## config.mk

```make
export PLATFORM = sky130hd
export DESIGN_NAME = fifo_wr_ctrl_flat
export DESIGN_NICKNAME = d
export VERILOG_FILES = /design/src/rtl/fifo_wr_ctrl_if.sv /design/src/rtl/fifo_wr_ctrl.sv /design/src/flat_wrapper.sv
export SDC_FILE = /design/constraint.sdc
export NUM_CORES = 1
export LEC_CHECK = 0
export CAP_MARGIN = 10
export CORE_UTILIZATION = 35
export CTS_CLUSTER_DIAMETER = 80
export DETAILED_ROUTE_END_ITERATION = 8
export HOLD_SLACK_MARGIN = 0.06
export SYNTH_ARGS = -nofsm -noshare
export SYNTH_HDL_FRONTEND = slang
export SYNTH_SLANG_ARGS = --single-unit
```

## constraint.sdc

```tcl
create_clock -name wclk -period 6.5 [get_ports wclk]
set_clock_uncertainty 0.1 [all_clocks]
set_input_delay 0.975 -clock wclk [delete_from_list [all_inputs] [get_ports wclk]]
set_output_delay 0.975 -clock wclk [all_outputs]
set_load 0.01 [all_outputs]
```

## src/rtl/fifo_wr_ctrl_if.sv

```systemverilog
// Write-side handshake bundle between the FIFO write port and its pointer/flag controller.
interface fifo_wr_ctrl_if #(
    parameter int unsigned ADDRSIZE = 8
);
    logic                winc;
    logic [ADDRSIZE:0]   rptr_gray;
    logic                woverflow_clr;
    logic [ADDRSIZE-1:0] waddr;
    logic [ADDRSIZE:0]   wptr;
    logic                wfull;
    logic                walmost_full;
    logic [ADDRSIZE:0]   wlevel;
    logic                woverflow;

    // Write-side client: issues requests, observes pointers and flags
    modport master (
        output winc,
        output rptr_gray,
        output woverflow_clr,
        input  waddr,
        input  wptr,
        input  wfull,
        input  walmost_full,
        input  wlevel,
        input  woverflow
    );

    // Controller side
    modport slave (
        input  winc,
        input  rptr_gray,
        input  woverflow_clr,
        output waddr,
        output wptr,
        output wfull,
        output walmost_full,
        output wlevel,
        output woverflow
    );
endinterface

```

## src/rtl/fifo_wr_ctrl.sv

```systemverilog
// Async FIFO write-domain controller: binary/Gray write pointer, read-pointer
// synchronizer, full / almost-full / level flags and a sticky overflow flag.
// ADDRSIZE must be >= 2 so the full comparison has a distinct lower field.
module fifo_wr_ctrl #(
    parameter int unsigned ADDRSIZE     = 8,
    parameter int unsigned SYNC_STAGES  = 2,
    parameter int unsigned AFULL_THRESH = (2 ** ADDRSIZE) - 4
) (
    input  logic         wclk,
    input  logic         wrst,
    fifo_wr_ctrl_if.slave bus
);
    localparam int unsigned PW = ADDRSIZE + 1;

    logic [PW-1:0] wbin_q;
    logic [PW-1:0] wbin_d;
    logic [PW-1:0] wptr_q;
    logic [PW-1:0] wgray_d;
    logic [PW-1:0] sync_q [SYNC_STAGES];
    logic [PW-1:0] wq_rptr;
    logic [PW-1:0] rbin;
    logic [PW-1:0] fill_d;
    logic [PW-1:0] full_cmp;
    logic          push;
    logic          wfull_q;
    logic          wfull_d;
    logic          wafull_q;
    logic          wafull_d;
    logic [PW-1:0] wlevel_q;
    logic          wovf_q;
    logic          wovf_d;

    assign wq_rptr = sync_q[SYNC_STAGES-1];

    // Read-pointer synchronizer: raw Gray input lands directly in the first flop
    always_ff @(posedge wclk) begin
        if (wrst) begin
            for (int i = 0; i < int'(SYNC_STAGES); i++) begin
                sync_q[i] <= '0;
            end
        end else begin
            sync_q[0] <= bus.rptr_gray;
            for (int i = 1; i < int'(SYNC_STAGES); i++) begin
                sync_q[i] <= sync_q[i-1];
            end
        end
    end

    // Gray-to-binary of the synchronized read pointer
    always_comb begin
        rbin = '0;
        for (int i = 0; i < int'(PW); i++) begin
            rbin[i] = ^(wq_rptr >> i);
        end
    end

    // Next pointer, flags and overflow; push and pointer arrival share one computation
    always_comb begin
        push     = bus.winc & ~wfull_q;
        wbin_d   = wbin_q + PW'(push);
        wgray_d  = wbin_d ^ (wbin_d >> 1);
        // Full when the pointers differ only in the two MSBs of their Gray codes
        full_cmp = {~wq_rptr[PW-1:PW-2], wq_rptr[PW-3:0]};
        wfull_d  = (wgray_d == full_cmp);
        // Stale read pointer can only make this larger than the true fill
        fill_d   = wbin_d - rbin;
        wafull_d = (fill_d >= PW'(AFULL_THRESH));
        wovf_d   = wovf_q;
        if (bus.winc & wfull_q) begin
            wovf_d = 1'b1;
        end else if (bus.woverflow_clr) begin
            wovf_d = 1'b0;
        end
    end

    // Pointer and flag registers
    always_ff @(posedge wclk) begin
        if (wrst) begin
            wbin_q   <= '0;
            wptr_q   <= '0;
            wfull_q  <= 1'b0;
            wafull_q <= 1'b0;
            wlevel_q <= '0;
            wovf_q   <= 1'b0;
        end else begin
            wbin_q   <= wbin_d;
            wptr_q   <= wgray_d;
            wfull_q  <= wfull_d;
            wafull_q <= wafull_d;
            wlevel_q <= fill_d;
            wovf_q   <= wovf_d;
        end
    end

    assign bus.waddr        = wbin_q[ADDRSIZE-1:0];
    assign bus.wptr         = wptr_q;
    assign bus.wfull        = wfull_q;
    assign bus.walmost_full = wafull_q;
    assign bus.wlevel       = wlevel_q;
    assign bus.woverflow    = wovf_q;

endmodule

```

## src/flat_wrapper.sv

```systemverilog
// flat-port wrapper written by rule: the top's interface ports become plain ports
module fifo_wr_ctrl_flat 
#(
    parameter int unsigned ADDRSIZE     = 8,
    parameter int unsigned SYNC_STAGES  = 2,
    parameter int unsigned AFULL_THRESH = (2 ** ADDRSIZE) - 4
)
  (wclk, wrst, bus_winc, bus_rptr_gray, bus_woverflow_clr, bus_waddr, bus_wptr, bus_wfull, bus_walmost_full, bus_wlevel, bus_woverflow);
  fifo_wr_ctrl_if #(.ADDRSIZE(ADDRSIZE)) bus_i ();
  input  logic wclk;
  input  logic wrst;
  input wire logic [$bits(bus_i.winc)-1:0] bus_winc;
  input wire logic [$bits(bus_i.rptr_gray)-1:0] bus_rptr_gray;
  input wire logic [$bits(bus_i.woverflow_clr)-1:0] bus_woverflow_clr;
  output wire logic [$bits(bus_i.waddr)-1:0] bus_waddr;
  output wire logic [$bits(bus_i.wptr)-1:0] bus_wptr;
  output wire logic [$bits(bus_i.wfull)-1:0] bus_wfull;
  output wire logic [$bits(bus_i.walmost_full)-1:0] bus_walmost_full;
  output wire logic [$bits(bus_i.wlevel)-1:0] bus_wlevel;
  output wire logic [$bits(bus_i.woverflow)-1:0] bus_woverflow;
  assign bus_i.winc = bus_winc;
  assign bus_i.rptr_gray = bus_rptr_gray;
  assign bus_i.woverflow_clr = bus_woverflow_clr;
  assign bus_waddr = bus_i.waddr;
  assign bus_wptr = bus_i.wptr;
  assign bus_wfull = bus_i.wfull;
  assign bus_walmost_full = bus_i.walmost_full;
  assign bus_wlevel = bus_i.wlevel;
  assign bus_woverflow = bus_i.woverflow;
  fifo_wr_ctrl #(.ADDRSIZE(ADDRSIZE), .SYNC_STAGES(SYNC_STAGES), .AFULL_THRESH(AFULL_THRESH)) u_core (.wclk(wclk), .wrst(wrst), .bus(bus_i));
endmodule
```

# [Word-level counts from Yosys, hierarchy flattened]
# Memory sizes are Yosys's and may differ from the RTL's.
# Index checks and enable logic that the tools add are counted.
[word_totals] ff_bits=30 ram_bits=18 input_bits=13 out_inout_bits=29 word_cells=35 mem_count=1
[classes] n_addsub=2 magnitude_cmp=1 eq_ne=1 muxes=7 bitwise_logic=7 n_reduce_logical=10
[mem_list] memory="u_core.sync_q" depth=2 word_bits=9 rd=2 rd_clocked_by_memory_dff=0 write_ports=2 line_no="fifo_wr_ctrl.sv:19" source="logic [PW-1:0] sync_q [SYNC_STAGES];"
[ops] operator="$reduce_xor A9 Y1" count=9
[ops] operator="$mux W9" count=2
[ops] operator="$add A9 B1 Y9" count=1
[ops] operator="$eq A9 B9 Y1" count=1
[ops] operator="$ge A9 B8 Y1 const B" count=1
[ops] operator="$sub A9 B9 Y9" count=1
[ops] operator="$xor A9 B8 Y9" count=1
[ops] operator="$mux W1" count=5
[ops] operator="$and A1 B1 Y1" count=2
[ops] operator="$not A2 Y2" count=1
[ops] operator="$or A1 B1 Y1" count=2
[ops] operator="$reduce_bool A2 Y1" count=1
[ops] operator="$not A1 Y1" count=1

# [Longest topological paths before layout]
[logic_depth] word_depth=5 mapped_depth=13 depth_no_buf=13

# [Worst setup path before layout]
# Ideal clock, no wire load.
[synth_path] kind="input -> register" from="input port bus_winc" to="register u_core.wafull_q (netlist: u_core.bus.walmost_full)" setup_ns=0.092 t_arrival_ns=3.422 path_slack_ns=2.886 cell_stages=12 n_path_buf=0 cell_sequence="nor2b_1 ha_1 ha_1 nand3_1 xor2_1 inv_1 ha_1 nand3_1 and4b_4 nor4_2 nand4_1 o32ai_1"
[synth_via] elab_chain_cells=4
[synth_lines] element="start, declared" line_no="flat_wrapper.sv:12" source="input wire logic [$bits(bus_i.winc)-1:0] bus_winc;"
[synth_lines] element="$and A1 B1 Y1" line_no="fifo_wr_ctrl.sv:59" source="push = bus.winc & ~wfull_q;"
[synth_lines] element="$add A9 B1 Y9" line_no="fifo_wr_ctrl.sv:60" source="wbin_d = wbin_q + PW'(push);"
[synth_lines] element="named net u_core.wbin_d[4]" line_no="fifo_wr_ctrl.sv:16" source="logic [PW-1:0] wbin_d;"
[synth_lines] element="$sub A9 B9 Y9" line_no="fifo_wr_ctrl.sv:66" source="fill_d = wbin_d - rbin;"
[synth_lines] element="$ge A9 B8 Y1" line_no="fifo_wr_ctrl.sv:67" source="wafull_d = (fill_d >= PW'(AFULL_THRESH));"
[synth_lines] element="end signal, assigned" line_no="fifo_wr_ctrl.sv:89" source="wafull_q <= wafull_d;"
[synth_lines] element="end, declared" line_no="fifo_wr_ctrl.sv:27" source="logic wafull_q;"
# The timed path passes the listed nets, and every way through them passes these cells.
# A chain may end at the register's enable or synchronous reset.

# [Worst setup path after layout]
# Ends and elaborated chain as after synthesis.

==> impl_metrics.json <==
{
  "syn_area_um2": 2170,
  "cts_setup_buffers": 0,
  "global_route.usage.total_pct": 13.5,
  "min_from": "u_core.sync_q[0][7]",
  "setup-tns-final_ns": 0,
  "crit_arrival_ns": 4.22,
  "nets": 284,
  "r2r-start": "u_core.sync_q[0][16]",
  "yosysTopAreaCell": "dfxtp_1",
  "routed_wl_um": 3850,
  "area_growth_pct": 26.6,
  "powerDensity_nw_per_um2": 249,
  "grt_max_degree": 49,
  "nFillCells": 606,
  "power_leakage_nw": 1.14,
  "clock_latency_ns": 0.29,
  "final_layout_size_suffix_gt1_share_pct": 6.92,
  "num_io_pins": 42,
  "hold_viol": 0,
  "synth.area.top_cells": "dfxtp_1 43%, xnor2_1 10%, nor2b_1 6.6%",
  "initial_core_util_pct": 36.4,
  "synth_seq_cells": 47,
  "async_flop_share_pct": 0,
  "setup_violations": 0,
  "drc": 0,
  "worst_slack_ns": 2.39,
  "dp_hpwl_um": 2810,
  "antenna_found_initial": 0,
  "hp-class": "reg2reg",
  "antennaDiodeCount": 0,
  "synth_edf_count": 0,
  "tightest_slew_ns": 0.714,
  "core_area_um2": 5960,
  "utilization_pct": 46.1,
  "ys_seq_area_share_pct": 43.4,
  "rrSetupSlack_ns": 2.63,
  "crit_path_end_kind": "flop",
  "worstHoldPathCells": 1,
  "rsz0062_at_grt": "no",
  "required_ns": 6.61,
  "slew_headroom_pct": 52.1,
  "cts-root-buf": "clkbuf_8",
  "holdBufCountCts": 0,
  "grt_pass1_vias": 1447,
  "htree_levels": 2,
  "cts_tree": "built",
  "first_pass_iters": 4,
  "ctsLongestPathBuffers": 2,
  "rows": 28,
  "drtIter0Drc": 55,
  "die_h_um": 80.7,
  "dieArea_um2": 6520,
  "overflow": 0,
  "r2r-end": "u_core.bus.walmost_full",
  "vias": 1495,
  "fmax_ghz": 0.244,
  "ys.flop_type": "dfxtp_1",
  "drt-wirelength-per-cell_um": 11.5,
  "drtAntennaViolNets": 0,
  "cts_sinks": 47,
  "outcome": "finished, final reports clean",
  "synth_top_cell_area_share_pct": 43.4,
  "critical_path_class": "in2reg",
  "post-route-min-period_ns": 4.11,
  "grt_pass1_wl_um": 6690,
  "finalCritPeriodShare_pct": 63.2,
  "irDropWorstVdd_uv": 131,
  "reg2reg_depth": 11,
  "critPathLaunchType": "input pin",
  "hold_end": "u_core.sync_q[0][16]",
  "maxCapViolCount": 0,
  "synth_nets": 240,
  "yosys_warnings": 0,
  "drv_slew": 0,
  "cp_max_fo": 8,
  "die_w_um": 80.7,
  "numCtsBuffers": 5,
  "gp_congestion": 0.778,
  "path_clk_slew_ns": 0.09,
  "io_buffers": 41,
  "cts.repair.resized": 0,
  "synthCells": 215,
  "synth_cell_type_count": 35,
  "vias_per_cell": 4.46,
  "pre_cts_ws_ns": 2.10,
  "avgSynthCellArea_um2": 10.1
}
state kept, by name (all words and copies together) (netlist names):
name	count
u_core.bus.wptr	9
u_core.wbin_q	8
u_core.bus.wfull	1
u_core.bus.woverflow	1
u_core.sync_q	18
u_core.bus.wlevel	9
u_core.bus.walmost_full	1
through the flow:
| step | instances | area [um2] | total power, W | hold slack (ns) |
|---|---|---|---|---|
| after floorplan | 215 | 2170 | 0.000455 | 0.314 |
| after global placement | 327 | 2660 | 0.000526 | 0.317 |
| after detailed placement | 327 | 2660 | 0.000525 | 0.324 |
| after CTS | 335 | 2750 | 0.000695 | 0.345 |
| after global routing | 335 | 2750 | 0.000729 | 0.355 |
| final | 335 | 2750 | 0.000685 | 0.341 |
cells by family (layout without fill, tap and decap cells):
kind of cell	count (synthesis)	in the layout	synth area share (%)
AOI/OAI and AO/OA	18	18	6.34
xor gates and xnor gates	46	46	21.3
adders and majority gates	12	12	7.27
buffers and inverters	12	57	2.08
DFF	47	47	43.4
muxes	1	1	0.461
and+or+nand+nor	79	79	19.1
layout make-up:
type | instances | area, um2 | share of cell area, %
clock inverter | 3 | 15.0 | 0.547
inverter | 7 | 26.3 | 0.957
multi-input combinational | 156 | 1180 | 43.1
tap | 75 | 93.8 | 3.42
timing repair buffer | 42 | 418 | 15.2
clock buffer | 5 | 68.8 | 2.51
sequential | 47 | 941 | 34.3
cell usage in the layout, fill, tap and decap left out, drive strengths merged, types with 2 or more instances in the layout:
master / synthesis / final
nand3: 8 / 8
clkbuf: 5 / 5
a21oi: 3 / 3
nand2: 7 / 7
a21o: 4 / 4
xnor2: 26 / 26
inv: 7 / 7
or3: 3 / 3
nor2b: 23 / 23
clkdlybuf4s50: 0 / 41
nand2b: 2 / 2
clkinv: 0 / 3
nor2: 27 / 27
o211a: 2 / 2
xnor3: 2 / 2
o21bai: 2 / 2
nand4: 3 / 3
ha: 11 / 11
dfxtp: 47 / 47
xor2: 18 / 18
Yosys cell counts (all sizes together), types with 2 or more instances:
| cell type | n |
|---|---|
| nand4 | 3 |
| nand2 | 7 |
| nor2 | 27 |
| nand2b | 2 |
| xor2 | 18 |
| o21bai | 2 |
| xnor2 | 26 |
| nor2b | 23 |
| a21oi | 3 |
| clkbuf | 5 |
| dfxtp | 47 |
| xnor3 | 2 |
| o211a | 2 |
| ha | 11 |
| or3 | 3 |
| nand3 | 8 |
| inv | 7 |
| a21o | 4 |
report_power, final:
| part | internal (W) | switching (W) | leakage (nW) | total, W |
|---|---|---|---|---|
| logic | 0.000102 | 0.0000933 | 0.709 | 0.000195 |
| registers | 0.000313 | 0.00000986 | 0.386 | 0.000323 |
| clock network | 0.0000737 | 0.0000937 | 0.0477 | 0.000167 |
worst max path at each step:
stage,cells after the start,from,end
floorplan,12,bus_winc,u_core.bus.walmost_full
global placement,13,bus_winc,u_core.bus.walmost_full
detailed placement,13,bus_winc,u_core.bus.walmost_full
CTS,13,bus_winc,u_core.bus.walmost_full
global route,13,bus_winc,u_core.bus.walmost_full
finish,13,bus_winc,u_core.bus.walmost_full
worst max-delay path: stages:
cell,delay (ns)
clkdlybuf4s50_1,0.47
nor2b_1,0.18
ha_1,0.17
ha_1,0.26
nand3_1,0.12
xor2_1,0.57
inv_1,0.10
ha_1,0.34
nand3_1,0.14
and4b_4,0.28
nor4_2,0.23
nand4_1,0.12
o32ai_1,0.26
routing by layer:
layer	routed length (um)	track usage [%]
met1	1950	17.9
met2	1710	20.9
met3	162	3.82
met5	0	0
met4	28	4.64
Power figures use the tool's default switching activity.
